==> config.mk <==
export PLATFORM = sky130hd
export DESIGN_NAME = life_sequencer
export DESIGN_NICKNAME = d
export VERILOG_FILES = /design/src/rtl/life_pkg.sv /design/src/rtl/life_tick_div.sv /design/src/rtl/life_sequencer.sv
export SDC_FILE = /design/constraint.sdc
export NUM_CORES = 1
export LEC_CHECK = 0
export CORE_AREA = 2 2 145 133
export CTS_BUF_LIST = sky130_fd_sc_hd__clkbuf_8
export DETAILED_ROUTE_END_ITERATION = 8
export DIE_AREA = 0 0 147 135
export PLACE_DENSITY = 0.77
export SYNTH_ARGS = -nofsm -noshare
export SYNTH_HDL_FRONTEND = slang
export SYNTH_SLANG_ARGS = --single-unit
==> constraint.sdc <==
create_clock -name clk -period 2.71 [get_ports clk]
set_input_delay 0.4065 -clock clk [delete_from_list [all_inputs] [get_ports clk]]
set_output_delay 0.4065 -clock clk [all_outputs]
set_load 0.05 [all_outputs]
==> src/rtl/life_pkg.sv <==
// rtl/life_pkg.sv - shared board width and sequencer state encoding for the Life block.
package life_pkg;

  localparam int GRID_W = 64;

  typedef enum logic [1:0] {
    IDLE  = 2'd0,
    PAUSE = 2'd1,
    RUN   = 2'd2,
    DONE  = 2'd3
  } life_state_t;

endpackage

==> src/rtl/life_tick_div.sv <==
// rtl/life_tick_div.sv - generation tick divider; tick_pulse marks the last cycle of each TICK_DIV window.
module life_tick_div #(
  parameter int TICK_DIV = 25_000_000
) (
  input  logic clk,
  input  logic reset,
  input  logic clr,
  input  logic en,
  output logic tick_pulse
);

  localparam int TICK_W = $clog2(TICK_DIV) + 1;
  localparam logic [TICK_W-1:0] TICK_LAST = TICK_W'(TICK_DIV - 1);

  logic [TICK_W-1:0] tick_q;
  logic [TICK_W-1:0] tick_d;
  logic              at_last;

  assign at_last    = (tick_q == TICK_LAST);
  assign tick_pulse = en && !clr && at_last;

  always_comb begin
    tick_d = tick_q;
    if (clr) begin
      tick_d = '0;
    end else if (en) begin
      tick_d = at_last ? '0 : tick_q + TICK_W'(1);
    end
  end

  always_ff @(posedge clk) begin
    if (reset) begin
      tick_q <= '0;
    end else begin
      tick_q <= tick_d;
    end
  end

endmodule

==> src/rtl/life_sequencer.sv <==
// rtl/life_sequencer.sv - owns the Life grid register; chooses hold, seed/LFSR load or one evolution per cycle.
module life_sequencer
  import life_pkg::*;
#(
  parameter int TICK_DIV = 25_000_000,
  parameter int GEN_W    = 16
) (
  input  logic              clk,
  input  logic              reset,
  input  logic [GRID_W-1:0] seed,
  input  logic [GRID_W-1:0] rand_grid,
  input  logic [GRID_W-1:0] next_grid,
  input  logic              load_seed,
  input  logic              load_rand,
  input  logic              run,
  input  logic              step,
  output logic [GRID_W-1:0] grid,
  output logic [GEN_W-1:0]  gen_count,
  output logic [1:0]        state,
  output logic              stable,
  output logic              extinct
);

  life_state_t       state_q, state_d;
  logic [GRID_W-1:0] grid_q, grid_d;
  logic [GEN_W-1:0]  gen_q, gen_d;
  logic              stable_q, stable_d;
  logic              load;
  logic              tick_en;
  logic              tick_pulse;
  logic              commit;

  assign load    = load_seed || load_rand;
  // The divider only counts while free-running; any other cycle rewinds it to zero.
  assign tick_en = (state_q == RUN) && run && !load;

  life_tick_div #(
    .TICK_DIV (TICK_DIV)
  ) u_tick_div (
    .clk        (clk),
    .reset      (reset),
    .clr        (!tick_en),
    .en         (tick_en),
    .tick_pulse (tick_pulse)
  );

  always_comb begin
    state_d  = state_q;
    grid_d   = grid_q;
    gen_d    = gen_q;
    stable_d = stable_q;
    commit   = 1'b0;

    if (load) begin
      grid_d   = load_seed ? seed : rand_grid;
      gen_d    = '0;
      stable_d = 1'b0;
      state_d  = PAUSE;
    end else begin
      case (state_q)
        PAUSE: begin
          if (run) begin
            state_d = RUN;
          end else if (step) begin
            commit = 1'b1;
          end
        end
        RUN: begin
          if (!run) begin
            state_d = PAUSE;
          end else begin
            commit = tick_pulse;
          end
        end
        default: ;
      endcase
    end

    if (commit) begin
      grid_d   = next_grid;
      gen_d    = (gen_q == {GEN_W{1'b1}}) ? gen_q : gen_q + GEN_W'(1);
      stable_d = (next_grid == grid_q);
      if ((next_grid == grid_q) || (next_grid == '0)) begin
        state_d = DONE;
      end
    end
  end

  always_ff @(posedge clk) begin
    if (reset) begin
      state_q  <= IDLE;
      grid_q   <= '0;
      gen_q    <= '0;
      stable_q <= 1'b0;
    end else begin
      state_q  <= state_d;
      grid_q   <= grid_d;
      gen_q    <= gen_d;
      stable_q <= stable_d;
    end
  end

  assign grid      = grid_q;
  assign gen_count = gen_q;
  assign state     = state_q;
  assign stable    = stable_q;
  assign extinct   = (grid_q == '0);

endmodule

# Yosys cells after proc, flatten, opt, wreduce, memory -nomap -nowiden
# Cells that the tools add are included.
# word_totals
elab_cells,44
input_bits,198
register_bits,109
out_inout_bits,84
# classes
n_eq_ne,6
n_reduce_logical,11
n_addsub,2
bitwise,1
mux,19
# op_table
op,n
$mux W64,3
$logic_not A64 Y1,2
$eq A64 B64 Y1,1
$mux W16,3
$add A26 B1 Y26 const B,1
$eq A26 B25 Y1 const B,1
$add A16 B1 Y16 const B,1
$eq A16 B16 Y1 const B,1
$mux W2,5
$mux W1,6
$pmux W2 S2,1
$logic_and A1 B1 Y1,3
$reduce_or A3 Y1,1
$eq A2 B1 Y1 const B,1
$eq A2 B2 Y1 const B,1
$logic_or A1 B1 Y1,2
$ne A2 B2 Y1 const B,1
$pmux W1 S2,1
$reduce_and A2 Y1,1
$reduce_bool A2 Y1,1
$logic_not A1 Y1,1
$not A1 Y1,1

# Longest topological paths before layout
# Gate-level depths: netlist of the first run.
# depth
word_depth,9
ltp_mapped,9
depth_no_buf,7

# Modules after synthesis
# A second synthesis of the first run with hierarchy kept.
# hier_totals
hier_cells,829
area_unflattened_um2,6670.1
# modules_own_cells
module,seq_area_each_um2,instances,area_per_inst_um2,cells_each
life_sequencer,1661.6,1,5367.6,683
life_tick_div,520.5,1,1302.5,146

# Least setup slack after synthesis of the first run
# No wires, ideal clock.
# synth_path
kind,register to output
start,"register grid_q[16], in the netlist grid[16]"
end,output port extinct
arrival_time_ps,2485
t_required_ps,2304
stages_incl_launch_ff,4
slack_ps,-182
n_path_buf,0
path_cell_list,dfxtp_1 nor4_1 nand4_1 nor4_1
# synth_between
elab_chain_len,1
# synth_rtl
element,line,source
from (decl),life_sequencer.sv:25,"logic [GRID_W-1:0] grid_q, grid_d;"
from (signal assigned),life_sequencer.sv:97,grid_q <= grid_d;
$logic_not A64 Y1,life_sequencer.sv:107,assign extinct = (grid_q == '0);
to (decl),life_sequencer.sv:21,output logic extinct
# Every way passes these cells.

# Final worst setup path of the first run
# layout_path
start,"register grid_q[3], in the netlist grid[3]"
end,output port extinct
# The elaborated chain is that of the path after synthesis.

==> run metrics, run 1 <==
status=finished, final reports clean; Chip Width=147 um; top post-synthesis cells by count=109 x dfxtp_1, 77 x nor2_1, 76 x xnor2_1; CP max FO=4; Synth Flop Type=dfxtp_1; drt initial violations=522; f_max=386 MHz; CP Data Arrival Time=2180 ps; Synth Area in Simple Gates=23.3%; worst hold stages=1; num ports=282; CTS root buffer=clkbuf_8; GRT overflow=0; Max-Slew Margin vs Limit=28.7%; Final HPWL DP=21200 um; Worst-path clk slew=110 ps; CTS max path bufs=2; Vias/cell=5.76; core area=18200 um^2; Final min period=2590 ps; period utilisation layout=95.6%; drt wl/cell=22.3 um; syn nets=920; syn_area_per_cell=8.75 um^2; Total Routing Usage GR=27.0%; Post-synth EDFFs=0; gate count of the mapped netlist=718; antenna violations before repair=0; post-route cell area=9690 um^2; Worst Hold End=u_tick_div.tick_q[0]; slowest stage delay, CP=540 ps; utilization after layout=53.2%; async set-reset flop share out of synthesis=0%; TritonCTS Sinks=109; Fin Hold WS=459 ps; synthesized area=6280 um^2; Die Ht=135 um; min-delay worst type=reg -> reg; Worst VDD drop=217 uV; CP endpoint kind=output port; initial core utilization=34.5%; RSZ-0062 raised after global routing=no; full die area=19800 um^2; CP Class=reg -> out; post-synthesis compound-gate area fraction=23.9%; R2R setup slack=300 ps; CP Cell Sequence=nor4_1, nand4_1, nor4_2, buf_12; Worst Clk Skew=11.9 ps; Slowest cell on crit path=nor4_1; ANT nets after route=0; 1st-pass router iterations=5; post-placement cell area=9470 um^2; Post-route DRC=0; part of the Yosys area used for sequential elements=34.7%; Static Leak=3.19 nW; post-synthesis register bit count=109; CTS HTree Levels=3; Max Cap Viol=0; Distinct cells, synth=51; reg2reg path depth=7; Power Density=423 nW/um^2; post-synthesis xor/xnor area fraction=12.3%; Synth top area share=34.7%; diodes inserted=0; fin worst setup slack=119 ps; setup violators final=0; row count=47; worst slew pin tran=1070 ps; vias in the first global route=6827; largest net degree at the start of global routing=67; worst reg2reg endpoint=grid[42]; nets=1193; reg-to-reg critical path startpoint=state[0]; hold_sp=u_tick_div.tick_q[0]; WP data required=2300 ps; CTS Buf Count=9; first-pass GRT wire length=40900 um; cell taking the most area after synthesis=dfxtp_1; Max Transition Viols Final=0; most frequent cell after synthesis=dfxtp_1; detailed-route via count=7143; final hold vios=0; worst skew pair latency=400 ps; Port Buf Inserts=281; top post-synthesis cells by area=dfxtp_1 35%, xnor2_1 11%, a221o_1 7.2%; Area growth syn-to-layout=54.2%; share of layout cells above drive strength 1=6.43%; critical path startpoint category=flip-flop; routability cong.=0.975; Place WS=-18.9 ps; Routed WL=27700 um; Synth Area in Adders=0.796%; main combinational cell family by area after synthesis=compound AO/OA/AOI/OAI gates; Post-CTS Setup Repair Bufs=0; TritonCTS clock tree=done; Yosys Warn Count=0; mux contribution to synthesized area=1.14%
power breakdown:
| group | internal, mW | total, mW | switching, mW | leakage (nW) |
|---|---|---|---|---|
| clock network | 0.444 | 1.09 | 0.641 | 0.104 |
| registers | 1.67 | 1.78 | 0.110 | 0.895 |
| logic | 0.577 | 1.23 | 0.652 | 2.19 |
critical path, delay by kind of cell (launching register included):
family,cells,cell delay [ps]
AND/OR/NAND/NOR,3,1220
flip-flops,1,360
buffers and inverters,1,200
per-stage QoR:
| step | total power, mW | instances | TNS, ps |
|---|---|---|---|
| floorplan | 2.37 | 718 | 0 |
| global placement | 3.03 | 1224 | 0 |
| detailed placement | 3.03 | 1224 | -203 |
| CTS | 4.10 | 1240 | 0 |
| global route | 4.25 | 1241 | 0 |
| finish | 4.10 | 1241 | 0 |
per-layer routing:
| metal | GRT usage (%) | up-vias | part of all wire [%] |
|---|---|---|---|
| met3 | 7.36 | 28 | 9.2 |
| li1 | - | 3344 | - |
| met1 | 35.8 | 3386 | 43 |
| met2 | 44.1 | 385 | 46 |
| met4 | 6.09 | 0 | 1.4 |
| met5 | 0 | - | 0 |
cell type report:
| cell class | count | area (um^2) |
|---|---|---|
| fill | 1690 | 8540 |
| multi-input combinational | 549 | 3900 |
| timing repair buffer | 310 | 3050 |
| sequential | 109 | 2180 |
| tap | 245 | 307 |
| clock buffer | 9 | 124 |
| clock inverter | 7 | 82.6 |
| inverter | 12 | 45.0 |
worst max path at each step:
stage | start | to | slack, ps | cells past startpoint
after CTS | grid[49] | extinct | 90 | 4
after global routing | grid[48] | extinct | 40 | 4
after global placement | run | grid[54] | 10 | 6
after floorplan | state[0] | grid[0] | 140 | 8
after detailed placement | run | grid[50] | -20 | 6
final | grid[3] | extinct | 120 | 4
cell families (layout without fill, tap and decap cells):
group / after synthesis / after routing
xor+xnor: 88 / 88
flops: 109 / 109
simple gates: 266 / 267
fa+ha+maj: 4 / 4
mux: 7 / 7
buf+inv: 61 / 338
compound gates: 183 / 183
flip-flops by register name, summed over array words and instances (netlist names):
name	flops
state	2
u_tick_div.tick_q	26
stable	1
gen_count	16
grid	64
timing repair:
item | 4_1_cts | 5_1_grt
hold buffers | 0 | 0
gates resized for setup | 0 | 2
endpoints found under the setup margin | 0 | 45
placed cells by master, fill, tap and decap left out, types with 5 or more instances in the layout:
master	n
nor3_1	19
a211oi_1	15
nand2_1	17
dfxtp_1	109
a22oi_1	36
mux2i_1	6
buf_4	27
clkbuf_8	9
xnor2_1	76
nor4_1	40
clkdlybuf4s50_1	277
a221o_1	45
xor2_1	12
nand3_1	17
o2bb2ai_1	18
or4_1	9
and3_1	12
a21oi_1	10
o31ai_1	8
inv_1	12
o21bai_1	17
a221oi_1	17
nor2_1	76
nand4_1	38
nor3b_1	10
and4_1	5
No activity file was read; power rests on OpenSTA's default activity.
==> run 2, diff against run 1 <==
Settings changed: CORE_AREA 2 2 145 133 to 2 2 141 129, DIE_AREA 0 0 147 135 to 0 0 143 131, PLACE_DENSITY 0.77 to 0.81.
==> run 2 against run 1 <==
Global-route usage up 0.98 points. Routed wire length is 0.31% lower. Clock skew grew 1.6 ps. Register-to-register slack got worse by 20 ps. Clock power grew 4%. Core utilization is 2.7 points higher. First-iteration DRC count rose by 27%. Cell count shrank 0.64%. Non-clock buffer count is 3 lower.
==> run metrics, run 2 (synthesis results as in run 1) <==
Final HPWL DP=21100 um (was 21200 um); Final min period=2430 ps (was 2590 ps); worst skew pair latency=400 ps (about the same); CP Data Arrival Time=2710 ps (was 2180 ps); CP endpoint kind=flip-flop (was output port); worst slew pin tran=741 ps (was 1070 ps); Static Leak=3.17 nW (was 3.19 nW); routability cong.=0.940 (was 0.975); Worst-path clk slew=110 ps (about the same); Seq pwr share=43.0% (was 43.5%); CTS HTree Levels=3 (unchanged); CTS root buffer=clkbuf_8 (unchanged); first-pass GRT wire length=39500 um (was 40900 um); diodes inserted=0 (unchanged); initial core utilization=36.3% (was 34.5%); CTS Buf Count=9 (unchanged); Max Cap Viol=0 (unchanged); P_sw=1.38 mW (was 1.40 mW); WP data required=2990 ps (was 2300 ps); RSZ-0062 raised after global routing=no (unchanged); drt initial violations=662 (was 522); crit path launch=state[0] (was grid[3]); Max Transition Viols Final=0 (unchanged); clock share of power=27.3% (was 26.5%); Chip Width=143 um (was 147 um); vias in the first global route=6656 (was 6827); period utilisation layout=89.5% (was 95.6%); share of layout cells above drive strength 1=6.04% (was 6.43%); max FFs per register=64 (unchanged); TritonCTS clock tree=done (unchanged); Area growth syn-to-layout=54.0% (was 54.2%); 1st-pass router iterations=5 (unchanged); Port Buf Inserts=281 (unchanged); Worst Clk Skew=13.5 ps (was 11.9 ps); Worst VDD drop=236 uV (was 217 uV); Fin Hold WS=423 ps (was 459 ps); final total power=4.15 mW (was 4.10 mW); setup violators final=0 (unchanged); full die area=18700 um^2 (was 19800 um^2); TritonCTS Sinks=109 (unchanged); core area=17300 um^2 (was 18200 um^2); drt wl/cell=22.4 um (was 22.3 um); cts hold-fix bufs=0 (unchanged); Power Density=429 nW/um^2 (was 423 nW/um^2); CP max FO=23 (was 4); critical path startpoint category=flip-flop (unchanged); reg-to-reg critical path startpoint=state[0] (unchanged); GRT overflow=0 (unchanged); Routed WL=27600 um (was 27700 um); final hold vios=0 (unchanged); min-delay worst type=in -> reg (was reg -> reg); ANT nets after route=0 (unchanged); Die Ht=131 um (was 135 um); status=finished, final reports clean (unchanged); nets=1190 (was 1193); Vias/cell=5.86 (was 5.76); Pint=2.77 mW (was 2.70 mW); combinational share of power=29.7% (was 30.0%); CTS max path bufs=2 (unchanged); most frequent cells in the layout=277 x clkdlybuf4s50_1, 109 x dfxtp_1, 76 x nor2_1, 76 x xnor2_1, 45 x a221o_1 (unchanged); detailed-route via count=7226 (was 7143); most common cell after layout, fill and taps aside=clkdlybuf4s50_1 (unchanged); Post-CTS Setup Repair Bufs=0 (unchanged); Max-Slew Margin vs Limit=50.1% (was 28.7%); num ports=282 (unchanged); largest net degree at the start of global routing=66 (was 67); row count=46 (was 47); hold_sp=reset (was u_tick_div.tick_q[0]); Total Routing Usage GR=28.0% (was 27.0%); Post-route DRC=0 (unchanged); f_max=412 MHz (was 386 MHz); antenna violations before repair=0 (unchanged); switching share of total power=33.2% (was 34.2%); CP Class=reg -> reg (was reg -> out)
## run 2: changes by cell type in the layout (fill, tap and decap cells not counted)
cell,change
buf_4,-3
clkinvlp_4,+2
inv_8,-2
bufinv_16,+1
clkinv_2,-1
clkinv_4,+1
inv_6,-1
nor4_1,+1
nor4_2,-1
## run 2: area by class of cell
cell class                      instances  area, um^2
Clock buffer                            9         124
Timing Repair Buffer                  307        3030
Clock inverter                          7         100
Sequential cell                       109        2180
Inverter                               12        45.0
Multi-Input combinational cell        549        3890
Fill cell                            1571        7650
Tap cell                              240         300
## run 2: repair_timing
action                                  in CTS  in global routing
endpoints found under the setup margin       0                 45
resized for setup                            0                  1
endpoints found under the hold margin        0                  0
## run 2: power by group through the flow
stage | sequential (mW) | combinational, mW | clock [mW]
after floorplan | 2.03 | 0.338 | 0
after global placement | 1.82 | 1.21 | 0
after detailed placement | 1.82 | 1.21 | 0
after CTS | 1.78 | 1.22 | 1.15
after global routing | 1.79 | 1.29 | 1.21
final | 1.79 | 1.23 | 1.13
## run 2: through the flow
stage | TNS (ps) | utilization, % | worst slack (ps) | std cells | cell area (um^2)
after floorplan | 0 | - | 144 | 718 | 6290
after global placement | 0 | 54.5 | 5.01 | 1216 | 9440
after detailed placement | -2800 | 54.5 | -88.3 | 1216 | 9440
after CTS | 0 | 55.8 | 89.2 | 1232 | 9660
after global routing | 0 | 55.8 | 107 | 1233 | 9670
final | 0 | 55.8 | 284 | 1233 | 9670
## run 2: layer usage
metal	GRT usage, %	wire length [um]	vias to the layer above	part of all wire, %
met2	43.7	12500	405	45
met4	7.28	626	0	2.3
met1	38.3	11700	3445	42
met5	0	0	-	0
met3	7.58	2750	44	10
li1	-	-	3332	-
## run 2: worst paths after layout
| path | to | slack [ps] | cells past startpoint |
|---|---|---|---|
| max | grid[60] | 280 | 7 |
| min | state[1] | 420 | 4 |
| max reg2reg | grid[60] | 280 | 7 |
| min reg2reg | u_tick_div.tick_q[0] | 440 | 1 |
## run 2: critical path, stage by stage (launching register included)
cell and delay [ps]:
dfxtp_1 410, inv_1 70, ha_1 350, nand3b_1 250
nor4_4 280, a21o_1 360, nor2_4 190, a221o_1 380
